### src/rtl/pc_ctrl_pkg.sv
// Shared types and opcode constants for the branch/PC control sequencer.
package pc_ctrl_pkg;

  localparam int OP_W = 4;

  typedef logic [OP_W-1:0] opcode_t;

  localparam opcode_t OP_BRA  = 4'hC;
  localparam opcode_t OP_BZ   = 4'hD;
  localparam opcode_t OP_BNZ  = 4'hE;
  localparam opcode_t OP_HALT = 4'hF;

  typedef enum logic [2:0] {
    IDLE       = 3'd0,
    FETCH      = 3'd1,
    DECODE     = 3'd2,
    EXEC       = 3'd3,
    UPDATE_INC = 3'd4,
    UPDATE_BR  = 3'd5,
    HALTED     = 3'd6
  } state_t;

  function automatic logic is_branch_op(input opcode_t op);
    return (op == OP_BRA) || (op == OP_BZ) || (op == OP_BNZ);
  endfunction

endpackage

### src/rtl/branch_decode.sv
// Combinational opcode classifier: branch / taken / halt.
module branch_decode
  import pc_ctrl_pkg::*;
(
  input  logic [OP_W-1:0] opcode,
  input  logic            zero_flag,
  output logic            is_branch,
  output logic            taken,
  output logic            is_halt
);

  always_comb begin
    is_branch = is_branch_op(opcode);
    is_halt   = (opcode == OP_HALT);
    taken     = 1'b0;
    unique case (opcode)
      OP_BRA:  taken = 1'b1;
      OP_BZ:   taken = zero_flag;
      OP_BNZ:  taken = ~zero_flag;
      default: taken = 1'b0;
    endcase
  end

endmodule

### src/rtl/branch_ctrl.sv
// Fetch/decode/execute sequencer issuing one PC update pulse per instruction.
module branch_ctrl
  import pc_ctrl_pkg::*;
#(
  parameter int p_size   = 6,
  parameter int p_iwidth = 16
) (
  input  logic                clk,
  input  logic                reset,
  input  logic                run,
  input  logic [p_iwidth-1:0] instr,
  input  logic                instr_valid,
  input  logic                zero_flag,
  input  logic                ex_done,
  output logic                fetch_req,
  output logic                ex_start,
  output logic                pc_incr,
  output logic                pc_relbranch,
  output logic [p_size-1:0]   branch_addr,
  output logic                halted
);

  state_t              state_q, state_d;
  logic [p_iwidth-1:0] ir_q, ir_d;
  logic                ex_first_q, ex_first_d;

  logic [OP_W-1:0] opcode;
  logic            is_branch, taken, is_halt;

  assign opcode = ir_q[p_iwidth-1 -: OP_W];

  // Middle instruction bits belong to the datapath, not to this block.
  logic ir_unused;
  assign ir_unused = ^ir_q;

  branch_decode u_decode (
    .opcode    (opcode),
    .zero_flag (zero_flag),
    .is_branch (is_branch),
    .taken     (taken),
    .is_halt   (is_halt)
  );

  always_ff @(posedge clk) begin
    if (reset) begin
      state_q    <= IDLE;
      ir_q       <= '0;
      ex_first_q <= 1'b0;
    end else begin
      state_q    <= state_d;
      ir_q       <= ir_d;
      ex_first_q <= ex_first_d;
    end
  end

  always_comb begin
    state_d      = state_q;
    ir_d         = ir_q;
    ex_first_d   = 1'b0;
    fetch_req    = 1'b0;
    ex_start     = 1'b0;
    pc_incr      = 1'b0;
    pc_relbranch = 1'b0;
    branch_addr  = '0;
    halted       = 1'b0;

    case (state_q)
      IDLE: begin
        if (run) state_d = FETCH;
      end
      FETCH: begin
        fetch_req = 1'b1;
        if (instr_valid) begin
          ir_d    = instr;
          state_d = DECODE;
        end
      end
      DECODE: begin
        if (is_halt) begin
          state_d = HALTED;
        end else if (is_branch) begin
          state_d = taken ? UPDATE_BR : UPDATE_INC;
        end else begin
          state_d    = EXEC;
          ex_first_d = 1'b1;
        end
      end
      EXEC: begin
        // ex_first_q marks the first EXEC cycle so ex_start is a single pulse.
        ex_start = ex_first_q;
        if (ex_done) state_d = UPDATE_INC;
      end
      UPDATE_BR: begin
        pc_relbranch = 1'b1;
        branch_addr  = ir_q[p_size-1:0];
        state_d      = run ? FETCH : IDLE;
      end
      UPDATE_INC: begin
        pc_incr = 1'b1;
        state_d = run ? FETCH : IDLE;
      end
      HALTED: begin
        halted = 1'b1;
      end
      default: state_d = IDLE;
    endcase
  end

endmodule

### config.mk
export PLATFORM = sky130hd
export DESIGN_NAME = branch_ctrl
export DESIGN_NICKNAME = d
export VERILOG_FILES = /design/src/rtl/pc_ctrl_pkg.sv /design/src/rtl/branch_decode.sv /design/src/rtl/branch_ctrl.sv
export SDC_FILE = /design/constraint.sdc
export NUM_CORES = 1
export LEC_CHECK = 0
export BUFFER_PORTS_ARGS = -buffer_cell sky130_fd_sc_hd__buf_2
export CAP_MARGIN = 10
export CORE_ASPECT_RATIO = 0.8
export CORE_MARGIN = 5
export CORE_UTILIZATION = 40
export DETAILED_ROUTE_END_ITERATION = 10
export PLACE_DENSITY = 0.7
export SLEW_MARGIN = 20
export SYNTH_ARGS = -nofsm -noshare
export SYNTH_HDL_FRONTEND = slang
export SYNTH_HIERARCHICAL = 1
export SYNTH_SLANG_ARGS = --single-unit
### constraint.sdc
create_clock -name clk -period 1.8 [get_ports clk]
set_input_delay 0.36 -clock clk [delete_from_list [all_inputs] [get_ports clk]]
set_output_delay 0.36 -clock clk [all_outputs]
set_load 0.01 [all_outputs]
==> impl_metrics.json, run 1 <==
{
  "outcome": "complete, no violations",
  "wire_length_of_the_first_global_routing_pass_um": 2610,
  "final-max-slew-violation-count": 0,
  "synth_cells": 96,
  "critical_path.startpoint_type": "flip-flop",
  "power_per_cell_area_nw_per_um2": 720,
  "place.detailed.hpwl_um": 1250,
  "timing.critical_path.slowest_stage_cell": "dfxtp_2",
  "drc": 0,
  "drtIter0Drc": 12,
  "route.antenna.remaining_nets": 0,
  "synth_area_per_inst_um2": 7.47,
  "setup_repair_after_global_routing_missed_its_margin": "false",
  "clk_path_buf_depth": 2,
  "fillCellCount": 172,
  "ordered_cell_list_for_the_critical_path": "nor3b_4 > and2_1 > buf_2",
  "avgViaCountPerCell": 4.95,
  "min_to": "ir_q[4]",
  "global_route.usage.total_pct": 12.7,
  "clock_tree.root_cell": "clkbuf_4",
  "seq_power_share_pct": 55.8,
  "num_rows": 13,
  "tritoncts.num_buffers": 3,
  "finalClockSkew_ns": 0.00368,
  "cts_num_sinks": 14,
  "slowest_delay_ns": 0.43,
  "setup.worst_path.class": "flip-flop to output port",
  "fin_cells": 144,
  "drtPass1Iterations": 4,
  "intPower_mw": 0.467,
  "r2r_setup_slack_ns": 0.37,
  "layout-area-overhead-vs-synth_pct": 24.4,
  "worstPathMaxFanout": 11,
  "cap_violations": 0,
  "port_buffers": 26,
  "final_hold_viol_count": 0,
  "timing.critical_path.buf_inv": 1,
  "final-seq-area_um2": 283,
  "antennaDiodeCount": 0,
  "timing.reg2reg.worst_path_depth": 6,
  "ys_ff_latch": 14,
  "post_cts.repair.setup_buffers": 0,
  "pin_count": 33,
  "die_h_um": 47.9,
  "routed_wl_um": 1650,
  "multi_input_comb_area_um2": 410,
  "setup-violations-final": 0,
  "sw_frac_of_total_pct": 27.3,
  "finalWeightedCongestion": 0.836,
  "grt_pass1_vias": 635,
  "nNetsFinal": 146,
  "worst_slew_pin_slew_ns": 0.378,
  "relSlewSlack_pct": 74.2,
  "worst_ir_drop_vdd_mv": 0.448,
  "placement.cell_area_um2": 861,
  "post_route_cells_drive_above_1_share_pct": 28.7,
  "ys_seq_area_share_pct": 39.1,
  "achievable-frequency_mhz": 584,
  "dieWidth_um": 57.3,
  "placedCellCount": 141,
  "layout_min_cycle_time_ns": 1.71,
  "clk-insertion-delay-late_ns": 0.27,
  "tritoncts_clock_tree": "done",
  "power_switching_mw": 0.176,
  "antenna_found_initial": 0,
  "final_min_period_over_clock_period_pct": 95.2,
  "hold-path-cell-count": 3,
  "min_from": "instr[4]",
  "critPathCaptureType": "output port",
  "power.leakage_nw": 0.375,
  "post_drt_wl_per_cell_um": 11.4,
  "yosysWarningCount": 6,
  "crit_required_ns": 1.44,
  "start_util_pct": 43.2,
  "share_of_total_power_in_the_clock_network_pct": 25.8,
  "core_area_um2": 1660,
  "family_with_the_most_delay_on_the_worst_path": "simple AND/OR/NAND/NOR gates",
  "dieArea_um2": 2740,
  "final_design_instance_area_without_fill_um2": 892,
  "worst-endpoint-arrival_ns": 1.35,
  "total_power_mw": 0.642,
  "globalRouteOverflowTotal": 0,
  "r2r-start": "ir_q[14]",
  "class_of_the_tightest_hold_or_removal_check": "input port to flip-flop",
  "hold_buffers": 0,
  "post-place-ws_ns": 0.196,
  "routed_via_count": 713,
  "htreeDepth": 1,
  "reg2reg_to": "state_q[0]",
  "synth_cell_type_count": 21,
  "worst_setup_hold_path_clk_slew_ns": 0.07,
  "post-route-worst-setup-slack_ns": 0.0867,
  "synthesis.area_um2": 717,
  "grt_start_max_net_pins": 15,
  "timing.setup.tns_ns": 0,
  "synth_nets": 118,
  "combinationalPowerShare_pct": 18.4
}
[power groups by stage]
stage / clock, mW / sequential [mW] / combinational (mW)
after floorplan: 0 / 0.347 / 0.0974
after global placement: 0 / 0.362 / 0.115
after detailed placement: 0 / 0.363 / 0.117
after CTS: 0.176 / 0.358 / 0.119
after global routing: 0.183 / 0.363 / 0.132
final: 0.166 / 0.359 / 0.118
[per-stage QoR]
stage | hold slack, ns | utilization, %
final | 0.317 | 53.8
after global routing | 0.307 | 53.8
after CTS | 0.309 | 53.7
after detailed placement | 0.445 | 51.9
after global placement | 0.438 | 51.9
after floorplan | 0.426 | -
[layout by cell type (no fill, tap or decap)]
cell type,Yosys,layout
a2111oi_0,1,1
a211oi_2,1,1
a21oi_1,15,15
and2_1,8,8
and3_1,1,1
buf_2,2,26
buf_4,1,1
clkbuf_4,0,3
dfxtp_1,14,12
dfxtp_2,0,2
inv_1,3,3
mux2i_1,2,2
nand2_1,25,25
nand2b_1,1,1
nor2_1,5,5
nor2b_1,5,5
nor3_1,3,3
nor3b_1,2,2
nor3b_2,2,1
nor3b_4,0,1
o2111ai_1,1,1
o211ai_1,1,1
o21ai_0,2,2
[routing by layer]
layer | up-vias | wire, um | GRT usage (%)
met3 | 0 | 104 | 6.47
met4 | 0 | 0 | 3.24
met2 | 18 | 803 | 21.6
met1 | 321 | 738 | 14.5
met5 | - | 0 | 0
li1 | 374 | - | -
[state kept, by name (all words and copies together) (netlist names)]
name        flops
ir_q           10
state_q         3
ex_first_q      1
[cell type report]
cell class,instances,area share (%)
multi-input cells,75,46.0
flip-flops and latches,14,31.7
well taps,22,3.09
repair buffers,27,15.4
clock buffers,3,2.52
inverters,3,1.26
[tightest hold or removal path: stages]
cell     delay (ns)
buf_2          0.10
nand2_1        0.04
a21oi_1        0.05
[worst max path at each step]
stage	cells past startpoint	slack (ns)	start	to
3_5_place_dp	3	0.20	state_q[0]	branch_addr[0]
4_1_cts	3	0.05	state_q[1]	branch_addr[0]
5_1_grt	3	0.01	state_q[0]	branch_addr[0]
2_1_floorplan	3	0.32	state_q[2]	branch_addr[0]
6_report	3	0.09	state_q[0]	branch_addr[0]
3_3_place_gp	3	0.26	state_q[0]	branch_addr[2]
[logic make-up after synthesis]
family	count (synthesis)	synth area share [%]
flip-flops	14	39.1
AO/OA/AOI/OAI	21	17.1
multiplexers	2	2.79
buffers and inverters	7	4.54
AND/OR/NAND/NOR	52	36.5
[synth_stat cells, drive strengths merged]
library cell / instances / share of area (%)
mux2i: 2 / 2.8
nand2b: 1 / 0.87
nor2b: 5 / 4.4
buf: 3 / 2.4
nor3: 3 / 2.1
a2111oi: 1 / 1.2
a21oi: 15 / 10
nor3b: 4 / 5.6
o2111ai: 1 / 1.2
inv: 3 / 1.6
and2: 8 / 7.0
o211ai: 1 / 1.0
dfxtp: 14 / 39
nand2: 25 / 13
nor2: 5 / 2.6
o21ai: 2 / 1.4
a211oi: 1 / 1.7
and3: 1 / 0.87
clkbuf: 1 / 0.52
[repair_timing]
action / in CTS / in global routing
endpoints found under the hold margin: 0 / 0
resized for setup: 2 / 1
endpoints found under the setup margin: 6 / 5
pin swaps: 0 / 1
Note: power is estimated with default switching activity, not from simulation.
==> run 2: changes to the inputs <==
Settings changed: CELL_PAD_IN_SITES_DETAIL_PLACEMENT set to 0, CELL_PAD_IN_SITES_GLOBAL_PLACEMENT set to 1, CORE_UTILIZATION 40 to 30, PLACE_DENSITY 0.7 to unset, PLACE_DENSITY_LB_ADDON set to 0.1, TNS_END_PERCENT set to 1.
==> run 2 against run 1 <==
Against the previous run:
- fmax is 2.5% higher
- die area increased by 27%
- combinational power barely moved
- first-iteration DRC count rose by 25%
- sequential share of layout area fell by 0.40 points
- clock skew fell by 0.0028 ns
- non-clock buffer count rose by 1
- total power rose by 0.50%
- routed wire length up 1.3%
- largest power group unchanged
- highest routed layer is now met4
==> impl_metrics.json, run 2 (synthesized netlist as in run 1, its figures left out) <==
{
  "tritoncts_clock_tree": "done",
  "finalClockSkew_ns": 0.000869,
  "reg_top3": "ir_q x10, state_q x3, ex_first_q x1",
  "finalWeightedCongestion": 0.777,
  "relSlewSlack_pct": 70.3,
  "port_buffers": 26,
  "tritoncts.num_buffers": 3,
  "grt_pass1_vias": 631,
  "setup_repair_after_global_routing_missed_its_margin": "false",
  "nNetsFinal": 147,
  "globalRouteOverflowTotal": 0,
  "grt_start_max_net_pins": 15,
  "route.antenna.remaining_nets": 0,
  "post_drt_wl_per_cell_um": 11.3,
  "clock_tree.root_cell": "clkbuf_4",
  "critPathCaptureType": "output port",
  "final-max-slew-violation-count": 0,
  "worst-endpoint-arrival_ns": 1.31,
  "antenna_found_initial": 0,
  "fin_cells": 148,
  "avgViaCountPerCell": 4.81,
  "core_area_um2": 2210,
  "drc": 0,
  "worst_ir_drop_vdd_mv": 0.334,
  "placement.cell_area_um2": 872,
  "final_cell_mix": "buf_2 (26), nand2_1 (25), a21oi_1 (15), dfxtp_1 (12), and2_1 (8)",
  "antennaDiodeCount": 0,
  "outcome": "complete, no violations",
  "critical_path.startpoint_type": "flip-flop",
  "num_rows": 15,
  "worst_setup_hold_path_clk_slew_ns": 0.08,
  "final_hold_viol_count": 0,
  "max_flop_register": "ir_q",
  "die_h_um": 53.7,
  "pin_count": 33,
  "final_min_period_over_clock_period_pct": 92.9,
  "setup-violations-final": 0,
  "achievable-frequency_mhz": 598,
  "power.leakage_nw": 0.379,
  "worstPathMaxFanout": 11,
  "global_route.usage.total_pct": 10.3,
  "cts_num_sinks": 14,
  "dieWidth_um": 64.7,
  "total_power_mw": 0.646,
  "routed_wl_um": 1670,
  "post_route_cells_drive_above_1_share_pct": 29.3,
  "clk-insertion-delay-late_ns": 0.27,
  "drtIter0Drc": 15,
  "wire_length_of_the_first_global_routing_pass_um": 2750,
  "class_of_the_tightest_hold_or_removal_check": "input port to flip-flop",
  "mostFrequentLayoutCell": "buf_2",
  "layout_min_cycle_time_ns": 1.67,
  "routed_via_count": 712,
  "dieArea_um2": 3470,
  "timing.setup.tns_ns": 0,
  "start_util_pct": 32.4,
  "setup.worst_path.class": "flip-flop to output port",
  "htreeDepth": 1,
  "max_ffs_per_register": 10,
  "place.detailed.hpwl_um": 1310,
  "worst_slew_pin_slew_ns": 0.434,
  "crit_required_ns": 1.44,
  "layout-area-overhead-vs-synth_pct": 26.0,
  "placedCellCount": 145,
  "final_design_instance_area_without_fill_um2": 903,
  "hold_buffers": 0,
  "clk_path_buf_depth": 2,
  "drtPass1Iterations": 4,
  "power_per_cell_area_nw_per_um2": 715,
  "post_cts.repair.setup_buffers": 0,
  "cap_violations": 0
}
## run 2: cell types whose count changed in the layout (fill, tap and decap cells not counted)
cell,change
buf_4,+1
## run 2: final cells by class
class                      count  area, um^2
clock buffer                   3        22.5
fill                         252        1310
inverter                       3        11.3
multi-input combinational     75         410
sequential                    14         283
tap                           25        31.3
timing repair buffer          28         145
## run 2: path summary, 6_finish.rpt
path | start | cells past startpoint | slack (ns) | to
min reg2reg | ir_q[0] | 2 | 0.45 | ir_q[0]
max reg2reg | ir_q[15] | 6 | 0.33 | state_q[0]
max | state_q[0] | 3 | 0.13 | branch_addr[2]
min | instr[12] | 3 | 0.32 | ir_q[12]
## run 2: routing by layer
layer | wire length (um) | track usage [%] | up-vias
met5 | 0 | 0 | -
met2 | 712 | 16.6 | 21
met4 | 9 | 1.05 | 0
li1 | - | - | 375
met1 | 813 | 13.0 | 314
met3 | 134 | 5.22 | 2
## run 2: power by group
| part | internal, mW | leakage, nW | total (mW) | switching [mW] |
|---|---|---|---|---|
| Combinational | 0.0573 | 0.251 | 0.119 | 0.0615 |
| Sequential | 0.332 | 0.115 | 0.359 | 0.0265 |
| Clock | 0.0774 | 0.0138 | 0.168 | 0.0905 |
## run 2: repair_timing
action / in CTS / in global routing
setup endpoints to repair: 6 / 6
gates resized for setup: 2 / 1
pin swaps: 0 / 1
## run 2: critical path: stages (launching register included)
cell     delay, ns
dfxtp_2       0.43
nor3b_4       0.32
and2_1        0.17
buf_2         0.12
## run 2: stage by stage
| step | util (%) | hold slack [ns] | setup slack, ns |
|---|---|---|---|
| finish | 40.8 | 0.319 | 0.129 |
| global route | 40.8 | 0.320 | 0.0233 |
| CTS | 40.7 | 0.311 | 0.0714 |
| detailed placement | 39.4 | 0.444 | 0.222 |
| global placement | 39.4 | 0.437 | 0.193 |
| floorplan | - | 0.426 | 0.323 |
==> run 3: changes to the inputs <==
Settings changed: PLACE_DENSITY set to 0.82, PLACE_DENSITY_LB_ADDON 0.1 to unset, SETUP_SLACK_MARGIN set to 0.02, SLEW_MARGIN 20 to unset.
==> run 3 against run 2 <==
Against the previous run:
- fmax decreased by 0.92%
- setup slack worse by 0.016 ns
- clock skew about the same
- first-iteration DRC count grew 40%
- routed wire length increased by 1.5%
- register-to-register slack worse by 0.03 ns
- die area stayed put
- sequential cell count is the same
==> impl_metrics.json, run 3 (synthesized netlist as in run 1, its figures left out) <==
{
  "outcome": "complete, no violations",
  "ordered_cell_list_for_the_critical_path": "nor3b_4 > and2_1 > buf_2",
  "max_flop_register": "ir_q",
  "antennaDiodeCount": 0,
  "final-max-slew-violation-count": 0,
  "hold_buffers": 0,
  "finalWeightedCongestion": 0.728,
  "route.antenna.remaining_nets": 0,
  "setup_repair_after_global_routing_missed_its_margin": "true",
  "timing.setup.tns_ns": 0,
  "worst_slew_pin_slew_ns": 0.470,
  "post_drt_wl_per_cell_um": 11.2,
  "dieArea_um2": 3470,
  "achievable-frequency_mhz": 593,
  "port_buffers": 26,
  "htreeDepth": 1,
  "final_min_period_over_clock_period_pct": 93.7,
  "worst_setup_hold_path_clk_slew_ns": 0.09,
  "post_route_cells_drive_above_1_share_pct": 31.7,
  "avgViaCountPerCell": 4.81,
  "worst-endpoint-arrival_ns": 1.33,
  "power_per_cell_area_nw_per_um2": 763,
  "dieWidth_um": 64.7,
  "drtPass1Iterations": 4,
  "grt_start_max_net_pins": 15,
  "timing.critical_path.slowest_stage_cell": "dfxtp_2",
  "setup.worst_path.class": "flip-flop to output port",
  "die_h_um": 53.7,
  "finalClockSkew_ns": 0.000898,
  "clock_tree.root_cell": "clkbuf_4",
  "power.leakage_nw": 0.398,
  "crit_required_ns": 1.44,
  "clk_path_buf_depth": 2,
  "wire_length_of_the_first_global_routing_pass_um": 2880,
  "family_with_the_most_delay_on_the_worst_path": "simple AND/OR/NAND/NOR gates",
  "cts_num_sinks": 14,
  "routed_wl_um": 1690,
  "tritoncts_clock_tree": "done",
  "setup-violations-final": 0,
  "place.detailed.hpwl_um": 1290,
  "routed_via_count": 727,
  "drc": 0,
  "worstPathMaxFanout": 12,
  "globalRouteOverflowTotal": 0,
  "mostFrequentLayoutCell": "buf_2",
  "max_ffs_per_register": 10,
  "num_rows": 15,
  "cap_violations": 0,
  "reg_top3": "ir_q x10, state_q x3, ex_first_q x1",
  "global_route.usage.total_pct": 11.0,
  "slowest_delay_ns": 0.40,
  "relSlewSlack_pct": 67.9,
  "critPathCaptureType": "output port",
  "worst_ir_drop_vdd_mv": 0.425,
  "drtIter0Drc": 21,
  "pin_count": 33,
  "final_hold_viol_count": 0,
  "antenna_found_initial": 0,
  "clk-insertion-delay-late_ns": 0.28,
  "layout-area-overhead-vs-synth_pct": 30.4,
  "start_util_pct": 32.4,
  "class_of_the_tightest_hold_or_removal_check": "input port to flip-flop",
  "core_area_um2": 2210,
  "nNetsFinal": 149,
  "fillCellCount": 236,
  "tritoncts.num_buffers": 3,
  "critical_path.startpoint_type": "flip-flop",
  "grt_pass1_vias": 651,
  "layout_min_cycle_time_ns": 1.69,
  "hold_ws_ns": 0.306,
  "timing.critical_path.buf_inv": 1,
  "final_cell_mix": "buf_2 (26), nand2_1 (25), a21oi_1 (15), dfxtp_1 (12), and2_1 (8)"
}
==> run 3: cell types whose count changed in the layout (fill, tap and decap cells not counted) <==
cell / delta
nor2b_2: +1
clkbuf_8: +1
nor2b_1: -1
buf_4: +2
==> run 3: area by class of cell <==
cell class | count | area, um^2 | share of cell area (%)
clock buffers | 4 | 36.3 | 3.88
inverters | 3 | 11.3 | 1.20
repair buffers | 30 | 160 | 17.1
flip-flops and latches | 14 | 283 | 30.3
multi-input cells | 75 | 413 | 44.2
well taps | 25 | 31.3 | 3.35
==> run 3: path summary, 6_finish.rpt <==
kind	start	to	slack, ns	depth (start not counted)
hold reg to reg	ir_q[3]	ir_q[3]	0.45	2
setup / recovery	state_q[1]	branch_addr[2]	0.11	3
setup reg to reg	ir_q[14]	state_q[0]	0.30	6
hold / removal	instr[5]	ir_q[5]	0.31	3
==> run 3: repair_timing <==
action | CTS | global route
endpoints found under the setup margin | 7 | 8
pin swaps | 0 | 1
buffers inserted | 0 | 1
resized for setup | 2 | 2
==> run 3: per-stage QoR <==
stage	cells	power [mW]	setup slack (ns)	util, %	area [um^2]
detailed placement	146	0.487	0.287	39.7	880
global route	151	0.755	0.00477	42.2	935
floorplan	96	0.444	0.323	-	717
CTS	150	0.726	0.0526	41.8	925
global placement	146	0.483	0.296	39.7	880
finish	151	0.713	0.113	42.2	935
==> run 3: report_power, final <==
part	internal, mW	switching (mW)	total [mW]
clock	0.123	0.106	0.229
sequential	0.332	0.0212	0.354
combinational	0.0628	0.0676	0.130
==> run 3: worst min-delay path: cells and delay by family <==
kind,cells,cell delay [ns]
and+or+nand+nor,1,0.04
AOI/OAI and AO/OA,1,0.05
buffers and inverters,1,0.09
==> run 3: layer usage <==
metal	up-vias	part of all wire [%]	GRT usage (%)	routed length, um
li1	383	-	-	-
met1	325	46	13.3	777
met2	17	48	17.6	815
met3	2	5.4	5.22	91
met4	0	0.53	3.16	9
met5	-	0	0	0
